==> config.mk <==
export PLATFORM = sky130hd
export DESIGN_NAME = systolic_result_reader
export DESIGN_NICKNAME = d
export VERILOG_FILES = /design/src/rtl/systolic_result_reader.sv
export SDC_FILE = /design/constraint.sdc
export NUM_CORES = 1
export LEC_CHECK = 0
export ABC_AREA = 1
export ABC_CLOCK_PERIOD_IN_PS = 5100
export CAP_MARGIN = 40
export CORE_ASPECT_RATIO = 1.5
export CORE_MARGIN = 5
export CORE_UTILIZATION = 50
export DETAILED_ROUTE_END_ITERATION = 8
export PLACE_DENSITY = 0.81
export SYNTH_ARGS = -nofsm -noshare
export SYNTH_HDL_FRONTEND = slang
export SYNTH_SLANG_ARGS = --single-unit
export TNS_END_PERCENT = 30
==> constraint.sdc <==
create_clock -name clk -period 5.1 [get_ports clk]
set_input_delay 0.765 -clock clk [delete_from_list [all_inputs] [get_ports clk]]
set_output_delay 0.765 -clock clk [all_outputs]
set_load 0.02 [all_outputs]
==> src/rtl/systolic_result_reader.sv <==
// systolic_result_reader: drain side of the 2x2 systolic array.
// A start pulse arms a latency counter. When the counter expires, the four
// signed products are captured into one entry of a two-deep ping-pong buffer.
// Captured jobs are then streamed out as four tagged beats over valid/ready.
module systolic_result_reader #(
    parameter int DATA_W  = 17,
    parameter int LATENCY = 7,
    parameter int CNT_W   = 3
) (
    input  logic              clk,
    input  logic              rst,
    input  logic              start,
    input  logic [DATA_W-1:0] c11,
    input  logic [DATA_W-1:0] c12,
    input  logic [DATA_W-1:0] c21,
    input  logic [DATA_W-1:0] c22,
    output logic              out_valid,
    input  logic              out_ready,
    output logic [DATA_W-1:0] out_data,
    output logic [1:0]        out_idx,
    output logic              out_last,
    output logic              busy,
    output logic              overflow,
    input  logic              clr_ovf
);

    typedef enum logic {S_IDLE, S_WAIT} state_t;

    state_t                   state_q, state_d;
    logic [CNT_W-1:0]         cnt_q, cnt_d;
    logic [1:0]               full_q, full_d;
    logic                     wr_ptr_q, wr_ptr_d;
    logic                     rd_ptr_q, rd_ptr_d;
    logic [1:0]               idx_q, idx_d;
    logic                     ovf_q, ovf_d;
    logic signed [DATA_W-1:0] mem_q [2][4];
    logic signed [DATA_W-1:0] mem_d [2][4];

    logic hs;
    logic free_evt;
    logic cap_evt;
    logic tgt_free;
    logic cap_ok;
    logic drop;

    // Output view of the entry at the read pointer; data is forced to zero when nothing is held.
    always_comb begin
        out_valid = full_q[rd_ptr_q];
        out_data  = out_valid ? mem_q[rd_ptr_q][idx_q] : '0;
        out_idx   = idx_q;
        out_last  = out_valid && (idx_q == 2'd3);
        busy      = (state_q == S_WAIT);
        overflow  = ovf_q;
    end

    // Handshake, capture and drop events. A full target entry still accepts the
    // capture when the last beat of that same entry is handed off on this edge.
    always_comb begin
        hs       = out_valid && out_ready;
        free_evt = hs && (idx_q == 2'd3);
        cap_evt  = (state_q == S_WAIT) && (cnt_q == CNT_W'(LATENCY));
        tgt_free = !full_q[wr_ptr_q] || (free_evt && (rd_ptr_q == wr_ptr_q));
        cap_ok   = cap_evt && tgt_free;
        drop     = cap_evt && !tgt_free;
    end

    // Next-state for the capture FSM, the buffer bookkeeping and the drain index.
    always_comb begin
        state_d  = state_q;
        cnt_d    = cnt_q;
        full_d   = full_q;
        wr_ptr_d = wr_ptr_q;
        rd_ptr_d = rd_ptr_q;
        idx_d    = idx_q;
        ovf_d    = ovf_q;
        mem_d    = mem_q;

        // A start always (re)arms the counter, even on the capture edge itself.
        if (start) begin
            state_d = S_WAIT;
            cnt_d   = CNT_W'(1);
        end else if (state_q == S_WAIT) begin
            if (cap_evt) begin
                state_d = S_IDLE;
                cnt_d   = '0;
            end else begin
                cnt_d = cnt_q + CNT_W'(1);
            end
        end

        // Freeing is applied before filling so a same-edge free and refill leaves the entry full.
        if (hs) begin
            if (idx_q == 2'd3) begin
                full_d[rd_ptr_q] = 1'b0;
                rd_ptr_d         = ~rd_ptr_q;
                idx_d            = 2'd0;
            end else begin
                idx_d = idx_q + 2'd1;
            end
        end

        if (cap_ok) begin
            mem_d[wr_ptr_q][0] = c11;
            mem_d[wr_ptr_q][1] = c12;
            mem_d[wr_ptr_q][2] = c21;
            mem_d[wr_ptr_q][3] = c22;
            full_d[wr_ptr_q]   = 1'b1;
            wr_ptr_d           = ~wr_ptr_q;
        end

        // A drop on the same edge as a clear leaves the flag set.
        if (drop) begin
            ovf_d = 1'b1;
        end else if (clr_ovf) begin
            ovf_d = 1'b0;
        end
    end

    // Control state with asynchronous active-low reset.
    always_ff @(posedge clk or negedge rst) begin
        if (!rst) begin
            state_q  <= S_IDLE;
            cnt_q    <= '0;
            full_q   <= '0;
            wr_ptr_q <= 1'b0;
            rd_ptr_q <= 1'b0;
            idx_q    <= 2'd0;
            ovf_q    <= 1'b0;
        end else begin
            state_q  <= state_d;
            cnt_q    <= cnt_d;
            full_q   <= full_d;
            wr_ptr_q <= wr_ptr_d;
            rd_ptr_q <= rd_ptr_d;
            idx_q    <= idx_d;
            ovf_q    <= ovf_d;
        end
    end

    // Result storage; contents only matter once the matching full bit is set.
    always_ff @(posedge clk) begin
        mem_q <= mem_d;
    end

endmodule

# --- After elaboration in Yosys (flattened, before gate mapping) ---
# Index checks and enable logic that the tools add are counted.
word_totals:
  regBits: 147
  latch_bits: 0
  mem_bits_rw: 0
  mem_bits_ro: 0
  input_bits: 73
  output_inout_bits: 23
  elab_cells: 91
  mem_count: 0
classes:
  add_sub_neg: 2
  mul: 0
  n_div: 0
  magnitude_cmp: 8
  n_eq_ne: 3
  n_shift: 0
  n_mux: 39
  n_bitwise: 8
  n_reduce_logical: 16
ops:
  columns: ["operator", "n"]
  rows:
  - ["bitwise mux 136 bit", 4]
  - ["demux 68 bit (select 1 bit)", 4]
  - ["two-way mux 68 bit", 4]
  - ["two-way mux 17 bit", 4]
  - ["two-way mux 51 bit", 1]
  - ["binary-select mux 17 bit (select 2 bit)", 1]
  - ["two-way mux 34 bit", 1]
  - ["two-way mux 1 bit", 11]
  - ["logical AND 1 bit", 10]
  - ["two-way mux 3 bit", 3]
  - ["two-way mux 2 bit", 4]
  - ["greater-or-equal comparator 2 bit, second input constant", 2]
  - ["< comparator 1 x 2 -> 1 bit, second input constant", 2]
  - ["inverter 1 -> 2 bit", 2]
  - ["nonzero test 2 bit", 2]
  - ["adder 3 x 1 -> 3 bit, second input constant", 1]
  - ["== test 3 bit, second input constant", 1]
  - ["greater-or-equal comparator 3 bit, second input constant", 1]
  - ["inverter 2 -> 3 bit", 1]
  - ["adder 2 x 1 -> 2 bit, second input constant", 1]
  - ["bitwise AND 2 bit", 1]
  - ["demux 1 bit (select 1 bit)", 2]
  - ["== test 2 bit, second input constant", 1]
  - ["greater-or-equal comparator 1 bit, second input constant", 2]
  - ["other kinds (8)", 10]

# --- Longest topological paths before layout ---
logic_depth:
  word_depth: 10
  ltp_mapped: 9
  depth_no_buf: 8

# --- Worst setup path before layout ---
# Ideal clock, no wire load.
synth_timing:
  path_type: "input to register"
  from: "input out_ready"
  to: "register mem_q[0] in the netlist's numbering (enable)"
  setup_ns: 0.422
  arrival_ns: 2.381
  t_required_ns: 4.678
  slack_ns: 2.297
  cell_stages: 4
  n_path_buf: 0
  path_cell_list: "nand4_1 nand2_2 nand3_1 inv_1"
synth_between:
  elab_chain_cells: 5
synth_lines:
  columns: ["element", "line_no", "rtl"]
  rows:
  - ["start, declared", "18", "input logic out_ready,"]
  - ["logical AND 1 bit", "59", "hs = out_valid && out_ready;"]
  - ["logical AND 1 bit", "60", "free_evt = hs && (idx_q == 2'd3);"]
  - ["logical AND 1 bit", "62", "tgt_free = !full_q[wr_ptr_q] || (free_evt && (rd_ptr_q == wr_ptr_q));"]
  - ["logical OR 1 bit", "62", null]
  - ["logical AND 1 bit", "63", "cap_ok = cap_evt && tgt_free;"]
  - ["end signal, assigned", "142", "mem_q <= mem_d;"]
  - ["end, declared", "36", "logic signed [DATA_W-1:0] mem_q [2][4];"]
# Every way passes these cells.
# A chain may end at the register's enable or synchronous reset.

# --- Final worst setup path ---
layout_timing:
  from: "register rd_ptr_q"
  to: "output out_data[16]"
layout_between:
  elab_chain_cells: 8
layout_lines:
  columns: ["element", "line_no", "rtl"]
  rows:
  - ["start, declared", "33", "logic rd_ptr_q, rd_ptr_d;"]
  - ["start signal, assigned", "134", "rd_ptr_q <= rd_ptr_d;"]
  - ["inverter 1 -> 2 bit (implied by the code)", "49", "out_data = out_valid ? mem_q[rd_ptr_q][idx_q] : '0;"]
  - ["two-way mux 68 bit (implied by the code) (3 in series)", "49", null]
  - ["binary-select mux 17 bit (select 2 bit)", "49", null]
  - ["two-way mux 17 bit (implied by the code) (2 in series)", "49", null]
  - ["two-way mux 17 bit *", "49", null]
  - ["end, declared", "19", "output logic [DATA_W-1:0] out_data,"]
# Mark *: on every way between the ends. The rest lies on a longest branch, timed or not. The select of a mux whose other input is x is not followed.

==> run_summary.xml <==
<?xml version="1.0" encoding="UTF-8"?>
<metrics>
  <group name="outcome">
    <metric name="outcome" unit="">finished clean</metric>
  </group>
  <group name="synth">
    <metric name="synthCells" unit="">543</metric>
    <metric name="netlist-cell-type-count" unit="">25</metric>
    <metric name="synth_area" unit="um^2">6186</metric>
    <metric name="synth_largest_type_area_fraction" unit="%">66.02</metric>
    <metric name="postSynthRegisterBits" unit="">147</metric>
    <metric name="synthTopCellsByArea" unit="">sky130_fd_sc_hd__edfxtp_1 66%, sky130_fd_sc_hd__nor2_1 8.3%, sky130_fd_sc_hd__dfrtp_1 4.4%</metric>
    <metric name="synthesis.nets" unit="">619</metric>
    <metric name="synth-seq-area-share" unit="%">70.47</metric>
    <metric name="synth.largest_area_cell" unit="">sky130_fd_sc_hd__edfxtp_1</metric>
    <metric name="yosysWarningCount" unit="">0</metric>
    <metric name="synth_area_per_cell" unit="um^2">11.39</metric>
  </group>
  <group name="floorplanning">
    <metric name="die-area" unit="um^2">14740</metric>
    <metric name="boundaryPins" unit="">96</metric>
    <metric name="initial_core_util" unit="%">51.22</metric>
    <metric name="core.rowCount" unit="">49</metric>
    <metric name="core_box_area" unit="um^2">12080</metric>
    <metric name="die_w" unit="um">100.8</metric>
    <metric name="die_height" unit="um">146.2</metric>
  </group>
  <group name="global_routing">
    <metric name="wire_length_of_the_first_global_routing_pass" unit="um">21510</metric>
    <metric name="grt_start_max_net_pins" unit="">73</metric>
    <metric name="first_global_vias" unit="">4376</metric>
    <metric name="antenna_found_initial" unit="">0</metric>
    <metric name="track_usage" unit="%">19.25</metric>
    <metric name="overflow" unit="">0</metric>
  </group>
  <group name="sta">
    <metric name="timing.final.max_slew_violations" unit="">0</metric>
    <metric name="max_freq" unit="MHz">249.3</metric>
    <metric name="clock-skew-final" unit="ns">0.007536</metric>
    <metric name="worst_slack" unit="ns">1.089</metric>
    <metric name="final_min_period_over_clock_period" unit="%">78.66</metric>
    <metric name="rsz0062_at_grt" unit="">no</metric>
    <metric name="finalHoldViolCount" unit="">0</metric>
    <metric name="finalCriticalPeriod" unit="ns">4.011</metric>
    <metric name="worstMarginPinSlew" unit="ns">0.9594</metric>
    <metric name="timing.slew.headroom" unit="%">36.04</metric>
    <metric name="fin_tns_setup" unit="ns">0</metric>
    <metric name="final-setup-viol-count" unit="">0</metric>
  </group>
  <group name="placement">
    <metric name="port-buffer-count" unit="">95</metric>
    <metric name="detailedPlace.worstSlack" unit="ns">1.529</metric>
    <metric name="dpl_wire_length" unit="um">9374</metric>
    <metric name="finalWeightedCongestion" unit="">0.8456</metric>
    <metric name="placed_area" unit="um^2">7254</metric>
  </group>
  <group name="final_layout">
    <metric name="commonest_cells_after_routing_fill_and_taps_aside" unit="">137 x sky130_fd_sc_hd__nor2_1, 136 x sky130_fd_sc_hd__edfxtp_1, 95 x sky130_fd_sc_hd__clkdlybuf4s50_1</metric>
    <metric name="layout.nets" unit="">707</metric>
    <metric name="antenna_cells" unit="">0</metric>
    <metric name="layout.core_utilization" unit="%">64.91</metric>
    <metric name="synthToLayoutAreaGrowth" unit="%">26.74</metric>
    <metric name="final.fill_count" unit="">848</metric>
    <metric name="final_layout_size_suffix_gt1_share" unit="%">7.764</metric>
    <metric name="mostFrequentLayoutCell" unit="">sky130_fd_sc_hd__nor2_1</metric>
    <metric name="post-route-cell-area" unit="um^2">7840</metric>
  </group>
  <group name="worst_setup_path">
    <metric name="criticalPathCategory" unit="">register to output port</metric>
    <metric name="startpoint_type" unit="">register</metric>
    <metric name="crit_fanout" unit="">72</metric>
    <metric name="worst_path_max_delay_cell" unit="">sky130_fd_sc_hd__clkdlybuf4s50_1</metric>
    <metric name="endpoint_kind" unit="">output port</metric>
    <metric name="crit_path_max_incr_delay" unit="ns">0.64</metric>
    <metric name="cp_cell_sequence" unit="">buf_12 &gt; inv_4 &gt; nand2_1 &gt; nand2_2 &gt; nand2_1 &gt; nor2_1 &gt; clkdlybuf4s50_1</metric>
    <metric name="cpMostUsedCell" unit="">sky130_fd_sc_hd__nand2_1</metric>
    <metric name="worst_ep_required_time" unit="ns">4.34</metric>
    <metric name="worst-endpoint-arrival" unit="ns">3.25</metric>
  </group>
  <group name="drt">
    <metric name="dr_total_vias" unit="">4306</metric>
    <metric name="drt-pass1-iter-count" unit="">5</metric>
    <metric name="drt-vias-per-instance" unit="">5.403</metric>
    <metric name="detail_route.wl_per_cell" unit="um">17.54</metric>
    <metric name="routed_wirelength" unit="um">13980</metric>
    <metric name="drtAntennaViolNets" unit="">0</metric>
    <metric name="first_iter_violations" unit="">334</metric>
    <metric name="drcViolationCount" unit="">0</metric>
  </group>
  <group name="cts">
    <metric name="clk_transition_reported_paths" unit="ns">0.06</metric>
    <metric name="cts_tree" unit="">yes</metric>
    <metric name="clock_tree.htree_level_count" unit="">4</metric>
    <metric name="clk_root_buffer_cell" unit="">sky130_fd_sc_hd__clkbuf_16</metric>
    <metric name="post_cts.resized_instances" unit="">0</metric>
    <metric name="cts-root-to-sink-buffers" unit="">2</metric>
    <metric name="tritoncts.num_buffers" unit="">17</metric>
    <metric name="post-cts-setup-buffer-count" unit="">0</metric>
    <metric name="hold_buffers" unit="">0</metric>
    <metric name="numClockSinks" unit="">147</metric>
    <metric name="insertion_delay" unit="ns">0.42</metric>
  </group>
  <group name="job">
    <metric name="cap_viol_max_count" unit="">0</metric>
  </group>
  <group name="pwr">
    <metric name="ir_worst_vdd" unit="V">0.0002468</metric>
    <metric name="static-leakage-power" unit="nW">2.890</metric>
    <metric name="totalPowerFinal" unit="mW">4.083</metric>
    <metric name="powerDensity" unit="nW/um^2">520.8</metric>
  </group>
  <group name="worst_hold_path">
    <metric name="worst_hold_path_type" unit="">register to register</metric>
  </group>
</metrics>
final cells by class:
cell class | count | area [um^2] | share of cell area [%]
multi-input combinational | 315 | 1441 | 18.38
sequential | 147 | 4360 | 55.62
inverter | 49 | 187.7 | 2.394
clock inverter | 15 | 160.2 | 2.043
timing repair buffer | 101 | 1074 | 13.69
tap | 153 | 191.4 | 2.442
clock buffer | 17 | 425.4 | 5.426
critical path, delay by kind of cell, from the launching register on:
kind | cells | cell delay [ns]
buffers and inverters | 3 | 1.46
AND/OR/NAND/NOR | 4 | 0.76
flip-flops | 1 | 0.58
worst paths after layout:
check	startpoint	to	slack, ns	cells past startpoint
max	rd_ptr_q	out_data[16]	1.09	7
min	full_q[1]	full_q[1]	0.53	2
max reg2reg	rd_ptr_q	mem_q[27]	1.51	9
min reg2reg	full_q[1]	full_q[1]	0.53	2
max in group asynchronous	rst	rd_ptr_q	4.01	1
min in group asynchronous	rst	cnt_q[2]	0.70	1
synth_stat cells:
cell type and number:
sky130_fd_sc_hd__buf_1 2, sky130_fd_sc_hd__clkinv_2 1, sky130_fd_sc_hd__or2_2 1, sky130_fd_sc_hd__nor2_1 137
sky130_fd_sc_hd__edfxtp_1 136, sky130_fd_sc_hd__ha_1 3, sky130_fd_sc_hd__nand2_2 3, sky130_fd_sc_hd__buf_6 4
sky130_fd_sc_hd__o211ai_1 17, sky130_fd_sc_hd__inv_1 45, sky130_fd_sc_hd__inv_2 2, sky130_fd_sc_hd__nand3_2 1
sky130_fd_sc_hd__nand4_1 1, sky130_fd_sc_hd__buf_4 7, sky130_fd_sc_hd__nand2_1 55, sky130_fd_sc_hd__dfrtp_1 11
sky130_fd_sc_hd__inv_4 1, sky130_fd_sc_hd__nand3_1 3, sky130_fd_sc_hd__o21ai_1 36, sky130_fd_sc_hd__o22ai_1 19
sky130_fd_sc_hd__a31oi_1 1, sky130_fd_sc_hd__xor2_1 1, sky130_fd_sc_hd__clkbuf_1 2, sky130_fd_sc_hd__o21ai_0 37
sky130_fd_sc_hd__buf_2 17
power by group:
part / internal, mW / switching, mW
clock: 0.721 / 0.477
combinational: 0.528 / 0.831
sequential: 1.40 / 0.130
total: 2.64 / 1.44
routing by layer:
layer / share of wire [%] / vias to the layer above / track usage [%]
li1: - / 2037 / -
met1: 37 / 2029 / 21.82
met2: 54 / 213 / 33.81
met3: 6.8 / 27 / 4.439
met4: 2.9 / 0 / 8.766
met5: 0 / - / 0
stage by stage:
stage               hold WS [ns]  cells
floorplan                 0.4694    543
global placement          0.4987    762
detailed placement        0.5181    765
CTS                       0.5309    797
global route              0.5573    797
finish                    0.5300    797
state kept, by name, indices dropped and copies added, names as in the netlist:
| signal | count |
|---|---|
| cnt_q | 3 |
| rd_ptr_q | 1 |
| wr_ptr_q | 1 |
| out_idx | 2 |
| busy | 1 |
| full_q | 2 |
| mem_q | 136 |
| overflow | 1 |
kinds of logic (layout without fill, tap and decap cells):
group | Yosys count | after routing | synth area share, %
and+or+nand+nor | 201 | 201 | 12.56
buffers and inverters | 81 | 182 | 6.230
AOI/OAI and AO/OA | 110 | 110 | 9.992
DFF | 147 | 147 | 70.47
xor gates and xnor gates | 1 | 1 | 0.1416
adders and majority gates | 3 | 3 | 0.6069
No activity file was read; power rests on OpenSTA's default activity.
